--- src/rtl/stopwatch_pkg.sv ---
// Shared display constants and types for the stopwatch digit bus and its
// seven-segment consumers.
package stopwatch_pkg;

  localparam int unsigned NUM_DIGITS = 4;
  localparam int unsigned BCD_W      = 4;
  localparam int unsigned SEG_W      = 7;

  // Active-low segment patterns, bit order g f e d c b a
  localparam logic [SEG_W-1:0] SEG_0    = 7'b1000000;
  localparam logic [SEG_W-1:0] SEG_1    = 7'b1111001;
  localparam logic [SEG_W-1:0] SEG_2    = 7'b0100100;
  localparam logic [SEG_W-1:0] SEG_3    = 7'b0110000;
  localparam logic [SEG_W-1:0] SEG_4    = 7'b0011001;
  localparam logic [SEG_W-1:0] SEG_5    = 7'b0010010;
  localparam logic [SEG_W-1:0] SEG_6    = 7'b0000010;
  localparam logic [SEG_W-1:0] SEG_7    = 7'b1111000;
  localparam logic [SEG_W-1:0] SEG_8    = 7'b0000000;
  localparam logic [SEG_W-1:0] SEG_9    = 7'b0010000;
  localparam logic [SEG_W-1:0] SEG_DASH = 7'b0111111;

  localparam logic [NUM_DIGITS-1:0] ANODE_OFF = 4'b1111;
  localparam logic [SEG_W:0]        SSEG_OFF  = 8'hFF;

  typedef logic [1:0] slot_t;

  typedef struct packed {
    logic [NUM_DIGITS-1:0][BCD_W-1:0] dig;
    logic [NUM_DIGITS-1:0]            dp;
  } digit_frame_t;

endpackage

--- src/rtl/bcd_to_sseg.sv ---
// Combinational BCD to active-low seven-segment decoder; non-BCD codes show a dash.
module bcd_to_sseg
  import stopwatch_pkg::*;
(
  input  logic [BCD_W-1:0] bcd,
  output logic [SEG_W-1:0] seg_c
);

  always_comb begin
    seg_c = SEG_DASH;
    case (bcd)
      4'd0:    seg_c = SEG_0;
      4'd1:    seg_c = SEG_1;
      4'd2:    seg_c = SEG_2;
      4'd3:    seg_c = SEG_3;
      4'd4:    seg_c = SEG_4;
      4'd5:    seg_c = SEG_5;
      4'd6:    seg_c = SEG_6;
      4'd7:    seg_c = SEG_7;
      4'd8:    seg_c = SEG_8;
      4'd9:    seg_c = SEG_9;
      default: seg_c = SEG_DASH;
    endcase
  end

endmodule

--- src/rtl/stopwatch_sseg_mux.sv ---
// Four-digit common-anode display scanner with frame-consistent digit capture
// and per-slot anti-ghosting guard. SSEG_LZ_BLANK_EN enables leading-zero blanking.
module stopwatch_sseg_mux
  import stopwatch_pkg::*;
#(
  parameter int unsigned REFRESH_DIV = 50000,
  parameter int unsigned GUARD_CYC   = 500
) (
  input  logic                  clk,
  input  logic                  rst_n,
  input  logic [BCD_W-1:0]      d3,
  input  logic [BCD_W-1:0]      d2,
  input  logic [BCD_W-1:0]      d1,
  input  logic [BCD_W-1:0]      d0,
  input  logic [NUM_DIGITS-1:0] dp_in,
  input  logic                  blank,
  output logic [NUM_DIGITS-1:0] an,
  output logic [SEG_W:0]        sseg,
  output logic                  frame_tick
);

  localparam int unsigned DIV_W = (REFRESH_DIV > 1) ? $clog2(REFRESH_DIV) : 1;

  logic [DIV_W-1:0]      div_q, div_d;
  slot_t                 slot_q, slot_d;
  digit_frame_t          shadow_q, shadow_d;
  logic [NUM_DIGITS-1:0] an_q, an_d;
  logic [SEG_W:0]        sseg_q, sseg_d;
  logic                  frame_tick_q, frame_tick_d;

  logic                  load_c;
  logic                  in_guard_c;
  logic [NUM_DIGITS-1:0] lz_blank_c;
  logic [BCD_W-1:0]      cur_bcd_c;
  logic [SEG_W-1:0]      cur_seg_c;

  bcd_to_sseg u_dec (
    .bcd   (cur_bcd_c),
    .seg_c (cur_seg_c)
  );

  // Leading-zero suppression works on the frozen shadow so a frame never tears
  always_comb begin
    lz_blank_c = '0;
`ifdef SSEG_LZ_BLANK_EN
    lz_blank_c[3] = (shadow_q.dig[3] == '0) && !shadow_q.dp[3];
    lz_blank_c[2] = (shadow_q.dig[3] == '0) && (shadow_q.dig[2] == '0) && !shadow_q.dp[2];
    lz_blank_c[1] = (shadow_q.dig[3] == '0) && (shadow_q.dig[2] == '0) &&
                    (shadow_q.dig[1] == '0) && !shadow_q.dp[1];
`endif
  end

  always_comb begin
    div_d        = div_q;
    slot_d       = slot_q;
    shadow_d     = shadow_q;
    an_d         = ANODE_OFF;
    sseg_d       = SSEG_OFF;
    frame_tick_d = 1'b0;

    load_c     = (div_q == '0) && (slot_q == 2'd0);
    in_guard_c = (GUARD_CYC != 0) && (div_q < DIV_W'(GUARD_CYC));
    cur_bcd_c  = shadow_q.dig[slot_q];

    if (div_q == DIV_W'(REFRESH_DIV - 1)) begin
      div_d  = '0;
      slot_d = slot_q + 2'd1;
    end else begin
      div_d = div_q + DIV_W'(1);
    end

    if (load_c) begin
      shadow_d.dig = {d3, d2, d1, d0};
      shadow_d.dp  = dp_in;
    end
    frame_tick_d = load_c;

    // Segments lead the anode: the guard already shows the upcoming digit
    sseg_d = {~shadow_q.dp[slot_q], cur_seg_c};
    if (!(blank || in_guard_c || lz_blank_c[slot_q])) begin
      an_d = ~(4'(4'b0001 << slot_q));
    end
  end

  always_ff @(posedge clk) begin
    if (!rst_n) begin
      div_q        <= '0;
      slot_q       <= 2'd0;
      shadow_q     <= '0;
      an_q         <= ANODE_OFF;
      sseg_q       <= SSEG_OFF;
      frame_tick_q <= 1'b0;
    end else begin
      div_q        <= div_d;
      slot_q       <= slot_d;
      shadow_q     <= shadow_d;
      an_q         <= an_d;
      sseg_q       <= sseg_d;
      frame_tick_q <= frame_tick_d;
    end
  end

  assign an         = an_q;
  assign sseg       = sseg_q;
  assign frame_tick = frame_tick_q;

endmodule

--- config.mk ---
export PLATFORM = sky130hd
export DESIGN_NAME = stopwatch_sseg_mux
export DESIGN_NICKNAME = d
export VERILOG_FILES = /design/src/rtl/stopwatch_pkg.sv /design/src/rtl/bcd_to_sseg.sv /design/src/rtl/stopwatch_sseg_mux.sv
export SDC_FILE = /design/constraint.sdc
export NUM_CORES = 1
export LEC_CHECK = 0
export BUFFER_PORTS_ARGS = -buffer_cell sky130_fd_sc_hd__buf_2
export CORE_MARGIN = 4
export CORE_UTILIZATION = 45
export DETAILED_ROUTE_END_ITERATION = 10
export PLACE_DENSITY = 0.66
export SLEW_MARGIN = 10
export SYNTH_ARGS = -nofsm -noshare
export SYNTH_HDL_FRONTEND = slang
export SYNTH_SLANG_ARGS = --single-unit
--- constraint.sdc ---
create_clock -name clk -period 3.9 [get_ports clk]
set_input_delay 0.195 -clock clk [delete_from_list [all_inputs] [get_ports clk]]
set_output_delay 0.195 -clock clk [all_outputs]
set_load 0.02 [all_outputs]
## After elaboration in Yosys (flattened, before gate mapping)

Memories as Yosys holds them, arrays and structs flattened. A register that Yosys moved wholly into a read port is not among the register bits.
Cells that the tools add are included.

- ROM bits: 112
- Bits in registers: 51
- Output and inout bits: 13
- Logic and storage cells: 34
- Memories: 1
- Bits of input ports: 23

- Multiplexer cells: 6
- Shift-type cells: 1
- Equal/unequal tests: 1
- Reductions and logical operators: 8
- Bitwise logic cells: 3
- Add/subtract/negate cells: 2
- Magnitude comparators: 2

Memory list:

| name | words | width | rd ports | clocked after Yosys merged registers in | write ports | RTL line | source |
|---|---|---|---|---|---|---|---|
| (name not given) | 16 | 7 | 1 | 1 | 0 | bcd_to_sseg.sv:11 | `case (bcd)` |

Operator list:

| cell | count |
|---|---|
| $add A16 B1 Y16 const B | 1 |
| $eq A16 B16 Y1 const B | 1 |
| $logic_not A16 Y1 | 1 |
| $lt A16 B9 Y1 const B | 1 |
| $bmux W4 S2 | 1 |
| $bmux W1 S2 | 2 |
| $mux W4 | 1 |
| $not A4 Y4 | 1 |
| $reduce_or A2 Y1 | 2 |
| $shl A1 B2 Y4 const A | 1 |
| $lt A2 B3 Y1 const B | 1 |
| $add A2 B1 Y2 const B | 1 |
| $logic_not A2 Y1 | 1 |
| $logic_or A1 B1 Y1 | 2 |
| $mux W1 | 2 |
| $not A1 Y1 | 2 |
| $logic_and A1 B1 Y1 | 1 |
| $logic_not A1 Y1 | 1 |

## Depth between registers and ports, before layout

- Depth in word-level cells: 4
- Depth in mapped cells: 8
- Mapped depth without buffers: 7

## Modules after synthesis

A second synthesis with hierarchy kept.

- Cells, all modules: 262
- Area total of the unflattened synthesis: 2387.3 sq um

By module, submodules not included:

| module | area an instance (sq um) | sequential area each (sq um) | instances | cells an instance |
|---|---|---|---|---|
| stopwatch_sseg_mux | 2157.1 | 1021.0 | 1 | 231 |
| bcd_to_sseg | 230.2 | 0.0 | 1 | 31 |

## Least setup slack after synthesis

Ideal clock, no wire load.

- Path kind: flip-flop to flip-flop
- Start: reg slot_q[0]
- End: reg sseg_q[4] (netlist: sseg[4])
- Cell stages (with the launch flop): 9
- Buffers on the path: 1
- Arrival: 1.833 ns
- Required time: 3.785 ns
- Slack: 1.952 ns
- Period minus slack after synthesis: 1.948 ns
- Setup time: 0.115 ns
- Cell sequence: dfxtp_1 > buf_2 > mux4_2 > inv_1 > ha_1 > inv_1 > mux2_2 > mux2i_1 > nand2_1

- Cells in the longest elaborated chain, start to end: 2

Ends and longest elaborated chain:

| what | RTL line | source |
|---|---|---|
| start: declaration | stopwatch_sseg_mux.sv:25 | `slot_t slot_q, slot_d;` |
| start signal: assignment | stopwatch_sseg_mux.sv:95 | `slot_q <= slot_d;` |
| $bmux W4 S2 | stopwatch_sseg_mux.sv:63 | `cur_bcd_c = shadow_q.dig[slot_q];` |
| $mux W4 (not written as such) | stopwatch_sseg_mux.sv:63 |  |
| end: declaration | stopwatch_sseg_mux.sv:28 | `logic [SEG_W:0] sseg_q, sseg_d;` |

No other way between the ends. The select of a mux whose other input is x is not followed.
A chain may end at the register's enable or synchronous reset.

## Final worst setup path

- Start: reg slot_q[0]
- End: reg shadow_q[15] (netlist bit)

- Cells in the longest elaborated chain, start to end: 2

Ends and longest elaborated chain:

| what | RTL line | source |
|---|---|---|
| $logic_not A2 Y1 | stopwatch_sseg_mux.sv:61 | `load_c = (div_q == '0) && (slot_q == 2'd0);` |
| $logic_and A1 B1 Y1 | stopwatch_sseg_mux.sv:61 |  |
| end signal: assignment | stopwatch_sseg_mux.sv:96 | `shadow_q <= shadow_d;` |
| end: declaration | stopwatch_sseg_mux.sv:26 | `digit_frame_t shadow_q, shadow_d;` |

No other way between the ends.

==> qor.txt <==
Post-synthesis sequential area ratio = 44.01%
Final setup TNS = 0 ns
Compound-Gate Fraction of Synth Area = 13.81%
Avg WL per Cell = 13.55 um
Logic pwr share = 12.7%
Clock slew at reported path FFs = 0.10 ns
Routability cong. = 0.8205
Commonest non-fill, non-tap cell in the layout = dfxtp_1
Die width = 79.80 um
FMAX = 0.4052 GHz
Final slew viol count = 0
Finished Cell Area = 0.002634 mm^2
DR vias/cell = 5.375
FF-to-FF path depth = 6
Num Clock Sinks = 51
Post-synthesis xor/xnor area fraction = 4.531%
Vias = 1892
Post-Synthesis Cells = 258
Leakage power = 0.9925 nW
Area of the multi-input gates = 0.001189 mm^2
CP arrival = 2.62 ns
Unique masters post-synth = 35
Fillers = 462
Post-DP Area = 0.002521 mm^2
Max-Cap Viols = 0
Initial Util = 47.85%
RSZ-0062 raised after global routing = no
Top Ports = 36
# Post-CTS Setup Buffers = 0
Yosys top cell area share = 44.01%
Worst Hold Launch = rst_n
Mux cell area share after synthesis = 6.634%
Die span in y = 79.80 um
Seq pwr share = 53.2%
Iter 0 DRT Violations = 79
Syn_nets = 292
Avg Cell Area, Syn = 8.991 um^2
Reg area = 0.001021 mm^2
Synth top area cells = dfxtp_1 (44%), nand3_1 (6.0%), ha_1 (5.9%)
Clock skew = 0.01326 ns
Layout cells sized above 1 = 18.60%
Root Driver = clkbuf_8
Iteration count of the initial detailed-routing pass = 4
Psw = 0.0002661 W
Pwr Density = 403.9 mW/mm^2
Die Footprint = 0.006367 mm^2
Num rows = 25
Clk buf depth = 2
Largest family of logic cells by synthesized area = simple AND/OR/NAND/NOR gates
Total GRT Usage = 15.87%
Clock H-tree levels = 2
Final setup viols = 0
Pint = 0.0007976 W
Flop and latch count out of synthesis = 51
Hold Path Depth = 2
Vias in the first global route = 1759
Largest net degree at the start of global routing = 27
Slew margin rel. = 49.11%
Layout net count = 318
Critical-path maximum fanout = 21
ANT nets after route = 0
Post-Synth Simple-Gate Area = 20.06%
Synthesized cell area = 0.002320 mm^2
Final Hold Vio Count = 0
Post-synthesis adder-cell area fraction = 5.933%
Ant diodes = 0
Status = finished clean
Hold buffers post-CTS = 0
CP Launch Type = register
Clock share of power = 34.1%
Syn. warnings = 0
Reg-to-reg endpoint = shadow_q[15]
R2R Path Start = slot_q[0]
Commonest cells after routing, fill and taps aside = dfxtp_1 (51), buf_2 (35), nand3_1 (28)
Core Region = 0.004848 mm^2
Final Instance Count excl. Fillers = 352
Cts bufs inserted = 5
Initial antenna violation count = 0
Worst Hold End = sseg[4]
Req. time, crit path = 4.06 ns
Global-route wire length before repair = 8017 um
R2r setup slk = 1.43 ns
HPWL after DPL = 3419 um
Least-Margin Pin Slew = 0.7626 ns
Clk_lat worst skew = 0.31 ns
Placed cells = 344
DRC Markers = 0
Grt total ovfl = 0
Sw Ratio = 25.02%
Final worst path period share = 63.28%
Maximum vdd drop = 187.8 uV
CTS tree = done
Area Overhead vs Synth = 13.54%
WL final = 4769 um
IO buf count = 35
Crit path kind = register to register
Hold Crit Class = primary input to register
CTS resizes = 0
Final min period = 2.468 ns
Dominant cell type by area after synthesis = dfxtp_1
Crit. End Element = register
-- power groups by stage --
stage | Sequential (W) | Clock [W] | Combinational [W]
after CTS | 0.000566 | 0.000376 | 0.000137
final | 0.000566 | 0.000363 | 0.000135
after global routing | 0.000570 | 0.000395 | 0.000153
after global placement | 0.000577 | 0 | 0.000134
after detailed placement | 0.000578 | 0 | 0.000137
after floorplan | 0.000588 | 0 | 0.0000847
-- area by class of cell --
class / instances / share of cell area (%)
Sequential cell: 51 / 38.76
Multi-Input combinational cell: 178 / 45.13
Inverter: 12 / 1.710
Clock buffer: 5 / 2.613
Tap cell: 67 / 3.183
Timing Repair Buffer: 36 / 6.936
Clock inverter: 3 / 1.663
-- cell usage after synthesis, drive strengths merged --
library cell   n
a311oi         1
nor2          19
or2            1
nand4          6
nor4           4
mux4           5
nor4bb         1
o31ai          4
and3           1
nor3           2
nand4b         2
o21ai         26
buf            4
xor2           6
nor2b          1
nand2         11
nand3         28
nand2b         1
and2           2
or4            5
clkbuf        13
ha            11
and4           2
o21a           1
mux2           1
a21oi         26
inv           12
mux2i          3
and4b          1
xnor2          6
dfxtp         51
or3            1
-- metal layers --
metal / global-route usage, % / vias to the layer above / wire (um)
li1: - / 961 / -
met1: 20.43 / 879 / 2112
met2: 25.38 / 47 / 2276
met3: 4.289 / 5 / 322
met4: 5.912 / 0 / 57
met5: 0 / - / 0
-- cell families (layout without fill, tap and decap cells) --
logic type	Yosys count	in the layout
flip-flops	51	51
multiplexers	9	9
XOR/XNOR	12	12
buffers and inverters	29	56
AND/OR/NAND/NOR	88	88
AO/OA/AOI/OAI	58	58
adder cells (fa/ha/maj)	11	11
-- worst max-delay path, cell delays in order, from the launching register on --
cell	delay, ns
dfxtp_1	0.48
inv_1	0.15
ha_1	0.18
nor4bb_1	0.36
nand4b_1	0.60
o21ai_0	0.44
a21oi_1	0.11
-- stage by stage --
step                      total power, W  util (%)  hold slack [ns]  setup WS, ns
final                           0.001064     54.32           0.1206         1.432
after global routing            0.001118     54.32           0.1213         1.192
after CTS                       0.001079     54.32           0.1176         1.457
after detailed placement       0.0007148     52.00           0.4360         1.473
after global placement         0.0007114     52.00           0.4350         1.538
after floorplan                0.0006731         -           0.2569         1.952
-- worst max-delay path by stage --
stage                          from            to  cells past startpoint
after detailed placement  slot_q[0]   shadow_q[1]                      6
after global routing      slot_q[0]  shadow_q[10]                      6
final                     slot_q[0]  shadow_q[15]                      6
after global placement    slot_q[0]   shadow_q[1]                      6
after floorplan           slot_q[0]       sseg[4]                      8
after CTS                 slot_q[0]   shadow_q[1]                      6
-- flip-flops by register name (all words and copies together), names as in the netlist --
| name | count |
|---|---|
| shadow_q | 20 |
| div_q | 16 |
| sseg | 8 |
| an | 4 |
| slot_q | 2 |
| frame_tick | 1 |
Note: power is estimated with default switching activity, not from simulation.
